$ cat src/rtl/ad9945_cfg_if.sv
// Host-side write channel of the AD9945 configuration controller.
// The master drives a register write; the slave accepts it and flags bad addresses.
interface ad9945_cfg_if;
    logic        cfg_valid;
    logic [2:0]  cfg_addr;
    logic [11:0] cfg_data;
    logic        cfg_ready;
    logic        cfg_err;

    modport master (
        output cfg_valid, cfg_addr, cfg_data,
        input  cfg_ready, cfg_err
    );

    modport slave (
        input  cfg_valid, cfg_addr, cfg_data,
        output cfg_ready, cfg_err
    );
endinterface

$ cat src/rtl/ad9945_cfg.sv
// AD9945 3-wire serial-port configuration controller: boots the four control registers,
// then serialises host writes. Define AD9945_CFG_AUTOINIT_EN to enable the boot sequence.
module ad9945_cfg #(
    parameter int unsigned CLK_DIV    = 8,
    parameter logic [11:0] INIT_OPER  = 12'h000,
    parameter logic [11:0] INIT_CTRL  = 12'h000,
    parameter logic [11:0] INIT_CLAMP = 12'h080,
    parameter logic [11:0] INIT_VGA   = 12'h100
) (
    input  logic             sys_clk,
    input  logic             sys_rst,
    ad9945_cfg_if.slave      cfg,
    output logic             init_done,
    output logic             SL,
    output logic             SCK,
    output logic             SDATA
);

    // state  | meaning
    // IDLE   | waiting for a boot word or a host write
    // LOAD   | word latched, SL low, bit 0 on SDATA (first low cycle of SCK)
    // SCK_LO | SCK low half-period
    // SCK_HI | SCK high half-period, AD9945 samples on the rising edge
    // HOLD   | SL still low after the last falling edge
    // GAP    | SL high, minimum spacing before the next frame
    typedef enum logic [2:0] {IDLE, LOAD, SCK_LO, SCK_HI, HOLD, GAP} state_t;

    localparam logic [7:0] HALF = 8'(CLK_DIV - 1);

`ifdef AD9945_CFG_AUTOINIT_EN
    localparam logic [2:0] BOOT_FIRST = 3'd0;
`else
    localparam logic [2:0] BOOT_FIRST = 3'd4;
`endif

    state_t      state;
    logic [7:0]  cnt;
    logic [3:0]  bit_idx;
    logic [13:0] shreg;
    logic [2:0]  boot_idx;
    logic        ready_q;
    logic        err_q;
    logic        boot_pend;
    logic [11:0] boot_val;
    logic [14:0] boot_word;
    logic [14:0] host_word;

    // boot_idx reaching 4 means every boot register has been launched
    assign boot_pend = !boot_idx[2];
    assign host_word = {cfg.cfg_data, cfg.cfg_addr};
    assign boot_word = {boot_val, 1'b0, boot_idx[1:0]};

    always_comb begin
        boot_val = INIT_OPER;
        case (boot_idx[1:0])
            2'd0: boot_val = INIT_OPER;
            2'd1: boot_val = INIT_CTRL;
            2'd2: boot_val = INIT_CLAMP;
            2'd3: boot_val = INIT_VGA;
            default: boot_val = INIT_OPER;
        endcase
    end

    assign cfg.cfg_ready = ready_q;
    assign cfg.cfg_err   = err_q;

    always_ff @(posedge sys_clk) begin
        if (sys_rst) begin
            state     <= IDLE;
            cnt       <= '0;
            bit_idx   <= '0;
            shreg     <= '0;
            boot_idx  <= BOOT_FIRST;
            ready_q   <= 1'b0;
            err_q     <= 1'b0;
            init_done <= 1'b0;
            SL        <= 1'b1;
            SCK       <= 1'b0;
            SDATA     <= 1'b0;
        end else begin
            err_q <= 1'b0;
            case (state)
                IDLE: begin
                    if (boot_pend) begin
                        state    <= LOAD;
                        shreg    <= boot_word[14:1];
                        SDATA    <= boot_word[0];
                        SL       <= 1'b0;
                        bit_idx  <= '0;
                        boot_idx <= boot_idx + 3'd1;
                        ready_q  <= 1'b0;
                    end else if (cfg.cfg_valid && ready_q) begin
                        ready_q <= 1'b0;
                        if (cfg.cfg_addr[2]) begin
                            err_q <= 1'b1;
                        end else begin
                            state   <= LOAD;
                            shreg   <= host_word[14:1];
                            SDATA   <= host_word[0];
                            SL      <= 1'b0;
                            bit_idx <= '0;
                        end
                    end else begin
                        ready_q   <= 1'b1;
                        init_done <= 1'b1;
                    end
                end
                LOAD: begin
                    // LOAD already counts as the first low cycle of bit 0
                    if (HALF == 8'd0) begin
                        state <= SCK_HI;
                        SCK   <= 1'b1;
                        cnt   <= HALF;
                    end else begin
                        state <= SCK_LO;
                        cnt   <= HALF - 8'd1;
                    end
                end
                SCK_LO: begin
                    if (cnt == 8'd0) begin
                        state <= SCK_HI;
                        SCK   <= 1'b1;
                        cnt   <= HALF;
                    end else begin
                        cnt <= cnt - 8'd1;
                    end
                end
                SCK_HI: begin
                    if (cnt == 8'd0) begin
                        SCK <= 1'b0;
                        cnt <= HALF;
                        if (bit_idx == 4'd14) begin
                            state <= HOLD;
                        end else begin
                            state   <= SCK_LO;
                            bit_idx <= bit_idx + 4'd1;
                            SDATA   <= shreg[0];
                            shreg   <= {1'b0, shreg[13:1]};
                        end
                    end else begin
                        cnt <= cnt - 8'd1;
                    end
                end
                HOLD: begin
                    if (cnt == 8'd0) begin
                        state <= GAP;
                        SL    <= 1'b1;
                        SDATA <= 1'b0;
                        cnt   <= HALF;
                    end else begin
                        cnt <= cnt - 8'd1;
                    end
                end
                GAP: begin
                    if (cnt == 8'd0) begin
                        state     <= IDLE;
                        ready_q   <= !boot_pend;
                        init_done <= !boot_pend;
                    end else begin
                        cnt <= cnt - 8'd1;
                    end
                end
                default: state <= IDLE;
            endcase
        end
    end

endmodule

$ cat src/flat_wrapper.sv
// flat-port wrapper written by rule: the top's interface ports become plain ports
module ad9945_cfg_flat 
#(
    parameter int unsigned CLK_DIV    = 8,
    parameter logic [11:0] INIT_OPER  = 12'h000,
    parameter logic [11:0] INIT_CTRL  = 12'h000,
    parameter logic [11:0] INIT_CLAMP = 12'h080,
    parameter logic [11:0] INIT_VGA   = 12'h100
)
  (sys_clk, sys_rst, init_done, SL, SCK, SDATA, cfg_cfg_valid, cfg_cfg_addr, cfg_cfg_data, cfg_cfg_ready, cfg_cfg_err);
  ad9945_cfg_if cfg_i ();
  input  logic sys_clk;
  input  logic sys_rst;
  output logic init_done;
  output logic SL;
  output logic SCK;
  output logic SDATA;
  input wire logic [$bits(cfg_i.cfg_valid)-1:0] cfg_cfg_valid;
  input wire logic [$bits(cfg_i.cfg_addr)-1:0] cfg_cfg_addr;
  input wire logic [$bits(cfg_i.cfg_data)-1:0] cfg_cfg_data;
  output wire logic [$bits(cfg_i.cfg_ready)-1:0] cfg_cfg_ready;
  output wire logic [$bits(cfg_i.cfg_err)-1:0] cfg_cfg_err;
  assign cfg_i.cfg_valid = cfg_cfg_valid;
  assign cfg_i.cfg_addr = cfg_cfg_addr;
  assign cfg_i.cfg_data = cfg_cfg_data;
  assign cfg_cfg_ready = cfg_i.cfg_ready;
  assign cfg_cfg_err = cfg_i.cfg_err;
  ad9945_cfg #(.CLK_DIV(CLK_DIV), .INIT_OPER(INIT_OPER), .INIT_CTRL(INIT_CTRL), .INIT_CLAMP(INIT_CLAMP), .INIT_VGA(INIT_VGA)) u_core (.sys_clk(sys_clk), .sys_rst(sys_rst), .cfg(cfg_i), .init_done(init_done), .SL(SL), .SCK(SCK), .SDATA(SDATA));
endmodule
$ cat config.mk
export PLATFORM = sky130hd
export DESIGN_NAME = ad9945_cfg_flat
export DESIGN_NICKNAME = d
export VERILOG_FILES = /design/src/rtl/ad9945_cfg_if.sv /design/src/rtl/ad9945_cfg.sv /design/src/flat_wrapper.sv
export SDC_FILE = /design/constraint.sdc
export NUM_CORES = 1
export LEC_CHECK = 0
export ABC_CLOCK_PERIOD_IN_PS = 2300
export CAP_MARGIN = 0
export CELL_PAD_IN_SITES_DETAIL_PLACEMENT = 0
export CELL_PAD_IN_SITES_GLOBAL_PLACEMENT = 1
export CORE_MARGIN = 3
export CORE_UTILIZATION = 40
export CTS_CLUSTER_SIZE = 20
export DETAILED_ROUTE_END_ITERATION = 7
export PLACE_DENSITY = 0.81
export SETUP_SLACK_MARGIN = 0.05
export SLEW_MARGIN = 20
export SYNTH_ARGS = -nofsm -noshare
export SYNTH_HDL_FRONTEND = slang
export SYNTH_SLANG_ARGS = --single-unit
$ cat constraint.sdc
create_clock -name sys_clk -period 2.3 [get_ports sys_clk]
set_input_delay 0.23 -clock sys_clk [delete_from_list [all_inputs] [get_ports sys_clk]]
set_output_delay 0.23 -clock sys_clk [all_outputs]
set_load 0.005 [all_outputs]
# Word level (Yosys, flattened, before mapping)

Cells that the tools add are included.

Flip-flop bits (word level): 38
Bits of input ports: 18
Word-level logic and storage cells: 106

Add/sub/neg operators: 3
Equality and inequality tests: 19
Mux-type cells: 47
Bitwise operators: 3
Reductions and logical operators: 22

Operators by type and width:

| operator              | count |
|---|---|
| $mux W14              | 5 |
| $pmux W12 S3          | 1 |
| $pmux W14 S2          | 1 |
| $mux W3               | 9 |
| $pmux W8 S3           | 1 |
| $mux W4               | 5 |
| $pmux W3 S6           | 1 |
| $mux W1               | 16 |
| $mux W8               | 2 |
| $reduce_and A6 Y1     | 2 |
| $ne A2 B1 Y1 const B  | 5 |
| $logic_not A8 Y1      | 1 |
| $pmux W1 S2           | 4 |
| $pmux W4 S2           | 1 |
| $reduce_and A4 Y1     | 2 |
| $reduce_bool A2 Y1    | 4 |
| $sub A8 B1 Y8 const B | 1 |
| $eq A3 B2 Y1 const B  | 2 |
| $eq A3 B3 Y1 const B  | 2 |
| $ne A2 B2 Y1 const B  | 3 |
| $ne A3 B3 Y1 const B  | 2 |
| $reduce_and A2 Y1     | 3 |
| $reduce_bool A3 Y1    | 2 |
| $reduce_and A5 Y1     | 1 |
| 15 further kinds      | 18 |

# Longest topological paths before layout

Gate-level depths: netlist (run 1).

Depth in word-level cells: 5
Depth in mapped cells: 7
Depth with buffers taken out: 6

# Worst setup path after synthesis (run 1)

OpenSTA, ideal clock, no wires.

Path type: reg2reg
Start point: register u_core.cnt[0]
End point: register u_core.shreg[12]
Setup time: 141 ps
Arrival: 2016 ps
Required time: 2159 ps
Slack: 143 ps
Cell stages (with the launch flop): 8
Buffers on the path: 1
Period minus slack after synthesis: 2157 ps
Cells stage by stage: dfxtp_1 -> inv_1 -> ha_1 -> or3b_2 -> or4_4 -> buf_6 -> nand2_8 -> a311oi_2

Longest elaborated chain between the ends: 3

Ends and longest elaborated chain:

| element                     | RTL line          | source |
|---|---|---|
| start, declared             | ad9945_cfg.sv:37  | `logic [7:0] cnt;` |
| start signal, assigned      | ad9945_cfg.sv:116 | `cnt <= HALF - 8'd1;` |
| start signal, assigned      | ad9945_cfg.sv:125 | `cnt <= cnt - 8'd1;` |
| start signal, assigned      | ad9945_cfg.sv:141 | `cnt <= cnt - 8'd1;` |
| $logic_not A8 Y1            | ad9945_cfg.sv:129 | `if (cnt == 8'd0) begin` |
| $ne A2 B1 Y1 (no line)      | n/a               |  |
| $reduce_and A5 Y1 (no line) | n/a               |  |
| end signal, assigned        | ad9945_cfg.sv:86  | `shreg <= boot_word[14:1];` |
| end signal, assigned        | ad9945_cfg.sv:98  | `shreg <= host_word[14:1];` |
| end signal, assigned        | ad9945_cfg.sv:138 | `shreg <= {1'b0, shreg[13:1]};` |
| end, declared               | ad9945_cfg.sv:39  | `logic [13:0] shreg;` |

Every way passes these cells.
A chain may end at the register's enable or synchronous reset.

# Worst setup path in the final report (run 1)

Start point: register u_core.cnt[0]
End point: register u_core.init_done

Longest elaborated chain between the ends: 3

Ends and longest elaborated chain:

| element                     | RTL line          | source |
|---|---|---|
| $logic_not A8 Y1            | ad9945_cfg.sv:155 | `if (cnt == 8'd0) begin` |
| $ne A2 B1 Y1 (no line)      | n/a               |  |
| $reduce_and A4 Y1 (no line) | n/a               |  |
| end signal, assigned        | ad9945_cfg.sv:158 | `init_done <= !boot_pend;` |
| end, declared               | ad9945_cfg.sv:13  | `output logic init_done,` |

Every way passes these cells.

==> summary.md, run 1 <==
| Metric | Value |
|---|---|
| Main synth FF type | `dfxtp_1` |
| Synth area leader | `dfxtp_1` |
| CP Capture Type | `flop` |
| Initial antenna violation count | `0` |
| Max-slew violation count | `0` |
| Via density per instance | `5.58` |
| Crit Path Class | `reg -> reg` |
| Fillers | `533` |
| Core ar. | `0.00520 mm^2` |
| Synth top area share | `34.8%` |
| Place WS | `142 ps` |
| Top-Level Pins | `24` |
| Max stage delay on crit path | `530 ps` |
| Clock buffers created by TritonCTS | `5` |
| Largest net degree at the start of global routing | `26` |
| Minimum clock period | `2060 ps` |
| Clock skew | `8.37 ps` |
| Power Dens Cells | `658 mW/mm^2` |
| Area growth syn-to-layout | `20.8%` |
| DIE HEIGHT | `79.9 um` |
| Max cap viols | `0` |
| Final Cycle Share | `89.8%` |
| Post-CTS Setup Repair Bufs | `0` |
| Initial Utilization | `42.0%` |
| Unique masters post-synth | `56` |
| 1st-pass router iterations | `4` |
| Syn_nets | `280` |
| Slowest stage cell, crit path | `or4_1` |
| Async SR Flop Fraction | `0%` |
| Seq/Total Area, Yosys | `34.8%` |
| Setup TNS | `0 ps` |
| RSZ-0062 raised after global routing | `false` |
| GRT Total Usage | `17.6%` |
| Max VDD drop | `0.349 mV` |
| # rows | `26` |
| Required @ worst endpoint | `2530 ps` |
| Sequential cell area | `761 um^2` |
| Gpl congestion | `0.850` |
| Drt total wl | `5.28 mm` |
| Yosys reg bits | `38` |
| Ant diodes | `0` |
| Grt total ovfl | `0` |
| Detailed Route Iter0 Violations | `178` |
| Final Hold Violating Endpoints | `0` |
| R2r startpoint | `u_core.cnt[0]` |
| Global-route wire length before repair | `9.18 mm` |
| Critical path arrival | `2290 ps` |
| Top-count cell post-synth | `dfxtp_1` |
| EDFF count, synth | `0` |
| Share of cells above drive strength 1 | `14.8%` |
| Number of buffer and inverter stages on the critical path | `2` |
| Worst Setup SP | `u_core.cnt[0]` |
| Critical Path Start Type | `flop` |
| Syn. warnings | `0` |
| Max Freq | `484 MHz` |
| Top delay family on crit path | `simple AND/OR/NAND/NOR gates` |
| Routed vias | `1975` |
| Clock transition at path regs | `80 ps` |
| Synth Instances | `257` |
| Drc violations | `0` |
| Layout net count | `306` |
| Root buf cell | `clkbuf_8` |
| Syn Area/Cell | `8.51 um^2` |
| Clock buffer depth | `2` |
| Max transition margin | `59.0%` |
| Final core occ | `50.7%` |
| Die footprint | `0.00639 mm^2` |
| Synthesized area | `0.00219 mm^2` |
| TritonCTS clock tree | `done` |
| Clock sink total | `38` |
| Status | `finished, final reports clean` |
| Multi-input gate area | `0.00131 mm^2` |
| Die W | `79.9 um` |
| PnR worst setup slack | `235 ps` |
| Htree depth | `2` |
| Top post-synthesis cells by count | `dfxtp_1 (38), nand2_1 (25), nand3_1 (25)` |
| CP Max Fanout | `6` |
| HP Class | `reg -> reg` |
| Vias in the first global route | `1937` |
| P_leak | `0.000987 uW` |
| HPWL Detailed | `3.68 mm` |
| Crit-path cells | `inv_1, ha_1, buf_4, nor4bb_2, a31oi_1, or4_1, a21oi_1` |
| Worst-Margin Slew | `615 ps` |
| Worst Hold Launch | `u_core.SDATA` |
| Cells taking the most area after synthesis | `dfxtp_1 (35%), nand3_1 (5.7%), a311oi_2 (5.5%)` |
| WL per Instance | `14.9 um` |
| Routed Antenna Nets | `0` |
| IO Port Bufs | `23` |
| Clock Latency Late Sink | `290 ps` |
| # setup viols final | `0` |
## logic make-up after synthesis
group           count (synthesis)  share of synthesized area (%)
compound gates                 74                           26.1
xor+xnor                        2                          0.802
fa+ha+maj                       5                           2.86
simple gates                  104                           25.8
flops                          38                           34.8
buf+inv                        26                           5.90
mux                             8                           3.72
## sequential cells by signal, indices dropped and copies added (netlist names)
| signal | count |
|---|---|
| u_core.cfg.cfg_err | 1 |
| u_core.SDATA | 1 |
| u_core.init_done | 1 |
| u_core.SCK | 1 |
| u_core.cfg.cfg_ready | 1 |
| u_core.bit_idx | 4 |
| u_core.state | 3 |
| u_core.boot_idx | 3 |
| u_core.SL | 1 |
| u_core.shreg | 14 |
| u_core.cnt | 8 |
## worst paths after layout
kind | slack, ps | cells past startpoint | end
max | 240 | 7 | u_core.init_done
min | 460 | 2 | u_core.SDATA
max reg2reg | 240 | 7 | u_core.init_done
min reg2reg | 460 | 2 | u_core.SDATA
## worst reg2reg max path: stages, from the launching register on
cell      delay (ps)
dfxtp_1          350
inv_1            140
ha_1             180
buf_4            140
nor4bb_2         350
a31oi_1          170
or4_1            530
a21oi_1          150
## what timing repair did
item / 4_1_cts / 5_1_grt
resized for setup: 0 / 3
endpoints found under the setup margin: 0 / 13
endpoints found under the hold margin: 0 / 0
hold buffers: 0 / 0
## power breakdown
group          internal [uW]  total, uW  switching (uW)  leakage [uW]
clock network            323        577             254     0.0000504
registers                699        734            34.8      0.000309
logic                    197        428             231      0.000627
## cells in the final DEF, fill, tap and decap left out, types with 2 or more instances in the layout
| master | synthesis | final |
|---|---|---|
| dfxtp_1 | 38 | 38 |
| nand2_1 | 25 | 25 |
| nand3_1 | 25 | 25 |
| clkdlybuf4s50_1 | 0 | 23 |
| nor3_1 | 16 | 16 |
| a21oi_1 | 16 | 16 |
| buf_4 | 2 | 14 |
| nor2_1 | 13 | 13 |
| o21ai_0 | 11 | 11 |
| a311oi_2 | 8 | 8 |
| inv_1 | 7 | 7 |
| mux2i_1 | 7 | 7 |
| a31oi_1 | 5 | 5 |
| ha_1 | 5 | 5 |
| clkbuf_8 | 0 | 5 |
| or3_1 | 4 | 4 |
| nor2b_1 | 4 | 4 |
| o2111ai_1 | 4 | 4 |
| a211oi_1 | 3 | 3 |
| o21a_1 | 3 | 3 |
| o221ai_1 | 3 | 3 |
| a311oi_1 | 3 | 3 |
| or4_1 | 2 | 2 |
| o22ai_1 | 2 | 2 |
| a21boi_0 | 2 | 2 |
| a21bo_2 | 2 | 2 |
| o21ba_2 | 2 | 2 |
| a21o_1 | 2 | 2 |
| clkinvlp_4 | 0 | 2 |
## per-layer routing
| metal | GRT usage, % | routed length [um] | vias up |
|---|---|---|---|
| met5 | 0 | 0 | - |
| met4 | 5.91 | 58 | 0 |
| met3 | 3.39 | 233 | 4 |
| met2 | 26.9 | 2390 | 38 |
| met1 | 24.8 | 2590 | 922 |
| li1 | - | - | 1011 |
## layout make-up
cell class                      count  share of cell area [%]
Clock buffer                        5                    2.61
Clock inverter                      3                    1.71
Inverter                            7                   0.995
Multi-Input combinational cell    193                    49.4
Sequential cell                    38                    28.8
Tap cell                           70                    3.32
Timing Repair Buffer               38                    13.1
## metrics by stage
| stage | hold slack (ps) | std cells | total power [uW] | instance area (um^2) |
|---|---|---|---|---|
| 2_1_floorplan | 349 | 257 | 1030 | 2190 |
| 3_3_place_gp | 452 | 346 | 1170 | 2510 |
| 3_5_place_dp | 457 | 346 | 1170 | 2510 |
| 4_1_cts | 468 | 354 | 1750 | 2630 |
| 5_1_grt | 495 | 354 | 1840 | 2640 |
| 6_report | 465 | 354 | 1740 | 2640 |
Note: power is estimated with default switching activity, not from simulation.
==> run 2, diff against run 1 <==
- CAP_MARGIN: 0 -> 20
- CTS_BUF_LIST: not set -> sky130_fd_sc_hd__clkbuf_8
- SLEW_MARGIN: 20 -> not set
==> results of run 2 <==
The final DEF is identical to that of run 1; final timing and power are the same.
==> run 3, diff against run 2 <==
- CORE_UTILIZATION: 40 -> 44
- PLACE_DENSITY: 0.81 -> 0.87
==> summary.md, run 3 (same netlist as run 1, synthesis figures left out) <==
| Metric | Value |
|---|---|
| Status | `finished, final reports clean` |
| Ant diodes | `0 (unchanged)` |
| Reg2Reg Depth | `6 (-1)` |
| Critical path arrival | `2330 ps (+40 ps)` |
| Final Hold Violating Endpoints | `0 (unchanged)` |
| Via density per instance | `5.69 (+2.0%)` |
| Biggest register | `u_core.shreg` |
| RSZ-0062 raised after global routing | `false` |
| Gpl congestion | `0.844 (-0.64%)` |
| Die W | `76.5 um (-4.3%)` |
| Clock Latency Late Sink | `290 ps (about the same)` |
| P_leak | `0.000982 uW (-0.50%)` |
| Max Freq | `463 MHz (-4.4%)` |
| Layout net count | `304 (-0.65%)` |
| Most common cell after layout, fill and taps aside | `dfxtp_1` |
| Flop-to-flop setup slack | `140 ps (-90 ps)` |
| Final Cycle Share | `93.9% (+4.1 points)` |
| Max reg flops | `14 (unchanged)` |
| Setup crit end | `u_core.shreg[12]` |
| Global-route wire length before repair | `9.19 mm (about the same)` |
| IO Port Bufs | `23 (unchanged)` |
| Max stage delay on crit path | `630 ps (+100 ps)` |
| Commonest cells after routing, fill and taps aside | `dfxtp_1 (38), nand2_1 (25), nand3_1 (25)` |
| Fillers | `476 (-11%)` |
| Worst-Margin Slew | `644 ps (+29.2 ps)` |
| Power Dens Cells | `660 mW/mm^2 (+0.29%)` |
| Minimum clock period | `2160 ps (+94.7 ps)` |
| Required @ worst endpoint | `2480 ps (-50 ps)` |
| Top flop regs | `u_core.shreg x14, u_core.cnt x8, u_core.bit_idx x4` |
| Crit-path cells | `inv_1, ha_1, or3b_2, or4_4, nand2_8, a311oi_2` |
| Initial antenna violation count | `0 (unchanged)` |
| Vias in the first global route | `1953 (+0.83%)` |
| Core ar. | `0.00475 mm^2 (-8.7%)` |
| Crit Path Class | `reg -> reg` |
| Die footprint | `0.00585 mm^2 (-8.4%)` |
| Post-CTS Hold Fix Bufs | `0 (unchanged)` |
| 1st-pass router iterations | `4 (unchanged)` |
| Clock transition at path regs | `80 ps (about the same)` |
| Routed vias | `1981 (+0.30%)` |
| Critical Path Start Type | `flop` |
| Setup TNS | `0 ps (unchanged)` |
| Grt total ovfl | `0 (unchanged)` |
| Area growth syn-to-layout | `19.5%` |
| PnR worst setup slack | `141 ps (-94.7 ps)` |
| Worst Setup SP | `u_core.cnt[0]` |
| Max transition margin | `57.1% (-1.9 points)` |
| HPWL Detailed | `3.63 mm (-1.4%)` |
| Max-slew violation count | `0 (unchanged)` |
| Htree depth | `2 (unchanged)` |
| Clock buffers created by TritonCTS | `5 (unchanged)` |
| Drt total wl | `5.10 mm (-3.4%)` |
| Routed Antenna Nets | `0 (unchanged)` |
| Worst R2R End | `u_core.shreg[12]` |
| Clock buffer depth | `2 (unchanged)` |
| R2r startpoint | `u_core.cnt[0]` |
| HP Class | `reg -> reg` |
| CP Capture Type | `flop` |
| CP Max Fanout | `9 (+3)` |
| Clock skew | `7.24 ps (-1.14 ps)` |
| Place WS | `149 ps (+6.23 ps)` |
| Largest net degree at the start of global routing | `26 (unchanged)` |
| Root buf cell | `clkbuf_8` |
| Top-Level Pins | `24 (unchanged)` |
| Detailed Route Iter0 Violations | `95 (-47%)` |
| Max cap viols | `0 (unchanged)` |
| Drc violations | `0 (unchanged)` |
| # rows | `25 (-3.8%)` |
| WL per Instance | `14.6 um (-1.7%)` |
| Max VDD drop | `0.349 mV (-0.12%)` |
| GRT Total Usage | `19.0% (+1.3 points)` |
| Share of cells above drive strength 1 | `13.5% (-1.3 points)` |
| TritonCTS clock tree | `done` |
| Initial Utilization | `46.0% (+4.0 points)` |
| DIE HEIGHT | `76.5 um (-4.3%)` |
| Clock sink total | `38 (unchanged)` |
| # setup viols final | `0 (unchanged)` |
| Slowest stage cell, crit path | `or4_4` |
## run 3: stage by stage
step	std cells	util, %	cell area [um^2]	hold WS [ps]	power, uW
6_report	348	54.9	2610	468	1720
5_1_grt	348	54.9	2610	493	1820
4_1_cts	348	54.8	2610	466	1740
3_5_place_dp	341	52.5	2490	455	1160
3_3_place_gp	341	52.5	2490	452	1160
2_1_floorplan	257	-	2190	349	1030
## run 3: timing repair
action | in CTS | in global routing
buffers inserted | 0 | 0
resized for setup | 0 | 1
setup endpoints to repair | 0 | 3
endpoints found under the hold margin | 0 | 0
## run 3: how the worst min path moves through the flow
| stage | slack, ps | endpoint | cells after the start | startpoint |
|---|---|---|---|---|
| final | 470 | u_core.shreg[9] | 2 | u_core.shreg[9] |
| after global routing | 490 | u_core.SL | 1 | u_core.SL |
| after CTS | 470 | u_core.shreg[1] | 2 | u_core.shreg[2] |
| after global placement | 450 | u_core.shreg[1] | 2 | u_core.shreg[2] |
| after detailed placement | 460 | u_core.shreg[1] | 2 | u_core.shreg[2] |
| after floorplan | 350 | u_core.cfg.cfg_err | 2 | cfg_cfg_addr[2] |
## run 3: per-layer routing
layer / global-route usage [%] / up-vias / share of wire [%]
li1: - / 1009 / -
met1: 25.2 / 936 / 50
met2: 30.3 / 30 / 46
met3: 4.26 / 6 / 3.5
met4: 6.34 / 0 / 1.1
met5: 0 / - / 0
## run 3: where the power goes
group          leakage [uW]  internal (uW)  total, uW  switching (uW)
sequential         0.000309            699        739            39.5
clock             0.0000573            347        579             232
combinational      0.000616            187        406             220
## run 3: worst max-delay path: cells and delay by family, from the launching register on
family / cells / cell delay [ps]
DFF: 1 / 340
buffers and inverters: 1 / 120
and+or+nand+nor: 3 / 1310
AOI/OAI and AO/OA: 1 / 100
adders and majority gates: 1 / 170
## run 3: area by class of cell
| type | count | area, um^2 | share of cell area, % |
|---|---|---|---|
| Multi-Input combinational cell | 193 | 1300 | 49.6 |
| Sequential cell | 38 | 761 | 29.1 |
| Timing Repair Buffer | 36 | 332 | 12.7 |
| Tap cell | 67 | 83.8 | 3.21 |
| Clock buffer | 6 | 82.6 | 3.16 |
| Clock inverter | 1 | 30.0 | 1.15 |
| Inverter | 7 | 26.3 | 1.01 |
